**config.mk**
```make
export PLATFORM = sky130hd
export DESIGN_NAME = regfile_wb_arbiter
export DESIGN_NICKNAME = d
export VERILOG_FILES = /design/src/rtl/regfile_wb_arbiter.sv
export SDC_FILE = /design/constraint.sdc
export NUM_CORES = 1
export LEC_CHECK = 0
export BUFFER_PORTS_ARGS = -buffer_cell sky130_fd_sc_hd__buf_2
export CAP_MARGIN = 15
export CORE_UTILIZATION = 25
export DETAILED_ROUTE_END_ITERATION = 16
export GPL_TIMING_DRIVEN = 0
export PLACE_DENSITY = 0.45
export SKIP_CTS_REPAIR_TIMING = 1
export SLEW_MARGIN = 25
export SYNTH_ARGS = -nofsm -noshare
export SYNTH_HDL_FRONTEND = slang
export SYNTH_SLANG_ARGS = --single-unit
```
**constraint.sdc**
```tcl
create_clock -name clk -period 4.2 [get_ports clk]
set_clock_uncertainty 0.15 [all_clocks]
set_input_delay 0.42 -clock clk [delete_from_list [all_inputs] [get_ports clk]]
set_output_delay 0.42 -clock clk [all_outputs]
set_load 0.03 [all_outputs]
```
**src/rtl/regfile_wb_arbiter.sv**
```systemverilog
// Register-file writeback arbiter: ALU/LSU/MDU share one registered write port, with a
// pending-write scoreboard for long-latency ops. Optional feature macro: WB_BYPASS_EN.
module regfile_wb_arbiter #(
  parameter int unsigned ADDRW = 5,
  parameter int unsigned DATAW = 32
) (
  input  logic             clk,
  input  logic             rst_n,
  input  logic             alu_valid_i,
  output logic             alu_ready_o,
  input  logic [ADDRW-1:0] alu_addr_i,
  input  logic [DATAW-1:0] alu_data_i,
  input  logic             lsu_valid_i,
  output logic             lsu_ready_o,
  input  logic [ADDRW-1:0] lsu_addr_i,
  input  logic [DATAW-1:0] lsu_data_i,
  input  logic             mdu_valid_i,
  output logic             mdu_ready_o,
  input  logic [ADDRW-1:0] mdu_addr_i,
  input  logic [DATAW-1:0] mdu_data_i,
  output logic             rf_wr_en_o,
  output logic [ADDRW-1:0] rf_addr_d_o,
  output logic [DATAW-1:0] rf_data_d_o,
  input  logic             iss_en_i,
  input  logic [ADDRW-1:0] iss_addr_i,
  input  logic [ADDRW-1:0] chk_addr_a_i,
  input  logic [ADDRW-1:0] chk_addr_b_i,
  input  logic [ADDRW-1:0] chk_addr_d_i,
  output logic             busy_a_o,
  output logic             busy_b_o,
  output logic             busy_d_o,
  output logic             byp_valid_o,
  output logic [ADDRW-1:0] byp_addr_o,
  output logic [DATAW-1:0] byp_data_o
);

  localparam int unsigned NumRegs = 1 << ADDRW;

  logic               alu_gnt, lsu_gnt, mdu_gnt;
  logic               rr_q, rr_d;
  logic               wr_en_q, wr_en_d;
  logic [ADDRW-1:0]   wr_addr_q, wr_addr_d;
  logic [DATAW-1:0]   wr_data_q, wr_data_d;
  logic [NumRegs-1:0] sb_q, sb_d;

  // ALU has fixed priority; rr_q breaks LSU/MDU ties (0 favours LSU).
  always_comb begin
    alu_gnt = alu_valid_i;
    lsu_gnt = !alu_valid_i && lsu_valid_i && (!mdu_valid_i || !rr_q);
    mdu_gnt = !alu_valid_i && mdu_valid_i && (!lsu_valid_i || rr_q);
  end

  assign alu_ready_o = alu_gnt;
  assign lsu_ready_o = lsu_gnt;
  assign mdu_ready_o = mdu_gnt;

  always_comb begin
    rr_d      = rr_q;
    wr_en_d   = 1'b0;
    wr_addr_d = wr_addr_q;
    wr_data_d = wr_data_q;
    if (lsu_gnt) rr_d = 1'b1;
    if (mdu_gnt) rr_d = 1'b0;
    // Writes to x0 are accepted but dropped; addr/data keep their last real write.
    if (alu_gnt && (alu_addr_i != '0)) begin
      wr_en_d   = 1'b1;
      wr_addr_d = alu_addr_i;
      wr_data_d = alu_data_i;
    end else if (lsu_gnt && (lsu_addr_i != '0)) begin
      wr_en_d   = 1'b1;
      wr_addr_d = lsu_addr_i;
      wr_data_d = lsu_data_i;
    end else if (mdu_gnt && (mdu_addr_i != '0)) begin
      wr_en_d   = 1'b1;
      wr_addr_d = mdu_addr_i;
      wr_data_d = mdu_data_i;
    end
  end

  // Clears applied first so a same-cycle issue to the same register wins.
  always_comb begin
    sb_d = sb_q;
    if (lsu_gnt) sb_d[lsu_addr_i] = 1'b0;
    if (mdu_gnt) sb_d[mdu_addr_i] = 1'b0;
    if (iss_en_i) sb_d[iss_addr_i] = 1'b1;
    sb_d[0] = 1'b0;
  end

  always_ff @(posedge clk or negedge rst_n) begin
    if (!rst_n) begin
      rr_q      <= 1'b0;
      wr_en_q   <= 1'b0;
      wr_addr_q <= '0;
      wr_data_q <= '0;
      sb_q      <= '0;
    end else begin
      rr_q      <= rr_d;
      wr_en_q   <= wr_en_d;
      wr_addr_q <= wr_addr_d;
      wr_data_q <= wr_data_d;
      sb_q      <= sb_d;
    end
  end

  assign rf_wr_en_o  = wr_en_q;
  assign rf_addr_d_o = wr_addr_q;
  assign rf_data_d_o = wr_data_q;

  assign busy_a_o = sb_q[chk_addr_a_i];
  assign busy_b_o = sb_q[chk_addr_b_i];
  assign busy_d_o = sb_q[chk_addr_d_i];

`ifdef WB_BYPASS_EN
  assign byp_valid_o = wr_en_q;
  assign byp_addr_o  = wr_addr_q;
  assign byp_data_o  = wr_data_q;
`else
  assign byp_valid_o = 1'b0;
  assign byp_addr_o  = '0;
  assign byp_data_o  = '0;
`endif

endmodule
```
== Yosys cells after proc, flatten, opt, wreduce, memory -nomap -nowiden ==
Index checks and enable logic that the tools add are counted.

* $mul: 0
* Reductions and logical operators: 21
* Div/mod/pow operators: 0
* Equal/unequal tests: 0
* Order comparisons: 9
* Muxes and demuxes: 26
* Bitwise logic cells: 5
* Add/sub/neg operators: 0
* Shifts and indexed selects: 0

{| class="wikitable"
|+ Operator list
! kind !! count
|-
| 32-bit two-way mux || 6
|-
| 32-bit AND || 2
|-
| 32-bit NOT || 2
|-
| 5-bit by 6-bit less-than comparator with 1-bit output, second input constant || 6
|-
| 32-bit bitwise OR || 1
|-
| 1-bit binary-select mux with 5-bit select || 3
|-
| 1-bit demux with 5-bit select || 3
|-
| 5-bit by 1-bit greater-or-equal comparator with 1-bit output, second input constant || 3
|-
| 5-bit two-way mux || 3
|-
| 5-bit nonzero test || 3
|-
| 1-bit two-way mux || 11
|-
| 1-bit logical AND || 10
|-
| 1-bit logical NOT || 4
|-
| 3-bit nonzero test || 1
|-
| 1-bit logical OR || 2
|-
| 2-bit nonzero test || 1
|}

* Bits in writable memories: 0
* Latch bits: 0
* Flip-flop bits (word level): 70
* Memories kept: 0
* Word-level logic and storage cells: 66
* Output and inout bits: 82
* Input port bits: 137
* ROM bits: 0

== Logic depth before layout (Yosys ltp) ==
* Depth after elaboration: 11
* Gate-level depth with buffers: 7
* Depth with buffers taken out: 5

== Least setup slack after synthesis ==
No wires, ideal clock.

* Path type: input-to-output
* From: input chk_addr_a_i[0]
* To: output busy_a_o
* Buffers on the path: 1
* Path slack: 1.855 ns
* Stages: 5
* Arrival: 1.775 ns
* Cells stage by stage: clkbuf_1 mux4_2 nand2b_1 o211ai_1 nand4_1

* Longest elaborated chain between the ends: 2

{| class="wikitable"
|+ Ends and longest elaborated chain
! item !! RTL line !! source
|-
| start, declared || 26 || <nowiki>input logic [ADDRW-1:0] chk_addr_a_i,</nowiki>
|-
| 1-bit binary-select mux with 5-bit select || 109 || <nowiki>assign busy_a_o = sb_q[chk_addr_a_i];</nowiki>
|-
| 1-bit two-way mux (implied by the code) || 109 ||
|-
| end, declared || 29 || <nowiki>output logic busy_a_o,</nowiki>
|}

No other way between the ends. The select of a mux whose other input is x is not followed.

== Worst setup path in the final report ==
* From: input chk_addr_b_i[0]
* To: output busy_b_o

* Longest elaborated chain between the ends: 2

{| class="wikitable"
|+ Ends and longest elaborated chain
! item !! RTL line !! source
|-
| start, declared || 27 || <nowiki>input logic [ADDRW-1:0] chk_addr_b_i,</nowiki>
|-
| 1-bit binary-select mux with 5-bit select || 110 || <nowiki>assign busy_b_o = sb_q[chk_addr_b_i];</nowiki>
|-
| 1-bit two-way mux (implied by the code) || 110 ||
|-
| end, declared || 30 || <nowiki>output logic busy_b_o,</nowiki>
|}

No other way between the ends. The select of a mux whose other input is x is not followed.

==> metrics.yaml <==
setup_viol: 0
worstSetupStartpoint: "chk_addr_b_i[0]"
die_area_um2: 20300
rsz0062_at_grt: "no"
synth_ff_type: "dfrtp_1"
cts_tree: "done"
grt_remaining_overflow: 0
wl_um: 17100
via_count: 4763
slew_headroom_pct: 35.8
place_congestion: 0.815
most-common-layout-cells: "187 x buf_2, 70 x dfrtp_1, 40 x buf_4, 38 x conb_1, 33 x o22a_1"
synthDistinctLibCells: 58
h-tree-depth: 3
final_common_cell: "buf_2"
numPortBuffers: 173
diodes: 0
required_ns: 3.63
core_um2: 19400
cts.sinks: 70
hold_viol_final: 0
r2r-end: "sb_q[25]"
vias_per_cell: 4.89
finalSetupTns_ns: 0
finalCritPeriodShare_pct: 60.2
num_rows: 51
worst_hold_slack_ns: 0.209
tightest_slew_ns: 0.962
die_w_um: 143
synth-seq-area-share_pct: 35.5
cp.arrival_ns: 1.96
fin_nets: 843
multi_input_area_um2: 2780
antenna_left: 0
r2r_start: "rr_q"
dp_hpwl_um: 13600
fin_crit_ns: 2.53
yosysWarnings: 0
synth-edff-count: 0
path_clk_slew_ns: 0.06
wl_per_cell_um: 17.6
start_kind: "primary input"
grt_pass1_wl_um: 25900
status: "finished, final reports clean"
dr.pass1.iters: 4
synth_cells: 483
p_leak_uw: 0.00295
first_global_vias: 4643
ir_drop_uv: 186
drtIter0Drc: 206
drc: 0
area_delta_synth_final_pct: 33.7
crit_path_end_kind: "primary output"
synth_area_per_cell_um2: 10.2
track_usage_pct: 16.6
io_pins: 219
regArea_um2: 1750
clk_latency_ns: 0.33
die_h_um: 143
p_per_area_nw_per_um2: 383
rrSetupSlack_ns: 1.94
r2r_cells: 5
synth_area_um2: 4940
cts_buffers: 9
cts-root-buf: "clkbuf_16"
async_reset_ff_share_pct: 100
grt_max_degree: 43
hp-class: "primary input to flip-flop"
maxCapViolations: 0
fmax_ghz: 0.396
fillers: 2068
crit_type: "primary input to primary output"
cts_buffer_depth: 2
crit_fanout: 7
synth_seq_cells: 70
crit_end: "busy_b_o"
antenna_found_initial: 1
drv_slew: 0
start_util_pct: 25.5
drive_gt1_share_pct: 38.7
registers in the layout, indices dropped and copies added, names as in the netlist:
| signal | cells |
|---|---|
| rf_data_d_o | 32 |
| rf_wr_en_o | 1 |
| rr_q | 1 |
| rf_addr_d_o | 5 |
| sb_q | 31 |
how the worst min path moves through the flow:
stage          slack, ns           start               to  depth (start not counted)
6_report            0.21  mdu_data_i[23]  rf_data_d_o[23]                          2
5_1_grt             0.21  mdu_data_i[30]  rf_data_d_o[30]                          2
4_1_cts            -0.12           rst_n  rf_data_d_o[10]                          1
3_5_place_dp        0.24           rst_n  rf_data_d_o[10]                          1
3_3_place_gp        0.37            rr_q             rr_q                          1
2_1_floorplan      -0.03           rst_n   rf_addr_d_o[0]                          0
cell families (layout without fill, tap and decap cells):
family | Yosys count | in the layout | synth area share, %
muxes | 36 | 36 | 9.58
buffers and inverters | 96 | 286 | 11.1
and+or+nand+nor | 118 | 118 | 14.5
other | 1 | 38 | 0.0759
DFF | 70 | 70 | 35.5
AOI/OAI and AO/OA | 162 | 162 | 29.3
where the power goes:
| group | total (uW) | switching, uW | internal [uW] |
|---|---|---|---|
| combinational | 813 | 455 | 358 |
| sequential | 953 | 147 | 806 |
| clock | 766 | 295 | 471 |
| total | 2530 | 897 | 1630 |
metrics by stage:
| stage | util (%) | worst slack (ns) | cells | area, um2 | total power [uW] |
|---|---|---|---|---|---|
| 2_1_floorplan | - | 1.85 | 520 | 5080 | 1470 |
| 3_3_place_gp | 32.3 | 1.69 | 958 | 6270 | 1760 |
| 3_5_place_dp | 32.5 | 1.68 | 959 | 6300 | 1770 |
| 4_1_cts | 34.0 | 1.68 | 974 | 6600 | 2550 |
| 5_1_grt | 34.0 | 1.59 | 975 | 6610 | 2660 |
| 6_report | 34.0 | 1.67 | 975 | 6610 | 2530 |
layout make-up:
class	instances	area share, %
well taps	265	5.02
inverters	21	1.19
repair buffers	175	13.7
clock buffers	11	3.67
multi-input cells	354	42.1
flip-flops and latches	70	26.5
clock inverters	4	0.720
plain buffers	75	7.10
synth_stat cells (2+ instances only):
| cell | instances | area, um2 |
|---|---|---|
| and3b_1 | 6 | 52.6 |
| o2111ai_1 | 3 | 26.3 |
| a211oi_1 | 3 | 22.5 |
| a22oi_1 | 22 | 165 |
| o211ai_1 | 3 | 22.5 |
| or3_1 | 3 | 18.8 |
| nor2b_1 | 8 | 50.1 |
| nor2_1 | 16 | 60.1 |
| nor3b_1 | 10 | 75.1 |
| dfrtp_1 | 70 | 1750 |
| o221ai_1 | 6 | 52.6 |
| nor4b_2 | 2 | 30.0 |
| nor4_4 | 2 | 42.5 |
| inv_1 | 20 | 75.1 |
| nand3_1 | 16 | 80.1 |
| buf_6 | 3 | 33.8 |
| mux4_2 | 9 | 203 |
| a32o_1 | 7 | 70.1 |
| nor3_1 | 5 | 25.0 |
| nand4_1 | 4 | 25.0 |
| a22o_1 | 16 | 140 |
| buf_4 | 39 | 293 |
| buf_2 | 15 | 75.1 |
| mux2i_1 | 27 | 270 |
| o22a_1 | 33 | 289 |
| o221a_2 | 6 | 67.6 |
| o221a_1 | 29 | 327 |
| nand2_1 | 27 | 101 |
| o21ai_1 | 2 | 10.0 |
| o21ai_0 | 7 | 35.0 |
| and3_1 | 3 | 18.8 |
| nand2b_1 | 8 | 50.1 |
| o41ai_1 | 3 | 26.3 |
| clkbuf_1 | 17 | 63.8 |
| a21oi_1 | 10 | 50.1 |
layer usage:
metal / track usage [%] / wire length (um) / up-vias
met5: 0 / 10 / -
met4: 4.13 / 187 / 2
met3: 4.31 / 1310 / 17
met2: 27.9 / 8170 / 201
met1: 21.2 / 7460 / 2274
li1: - / - / 2269
critical path, stage by stage:
cell and delay, ns:
clkbuf_1 0.33, mux4_2 0.57, nand2b_1 0.16, o211ai_1 0.11, nand4_1 0.16, buf_2 0.21
Note: power is estimated with default switching activity, not from simulation.
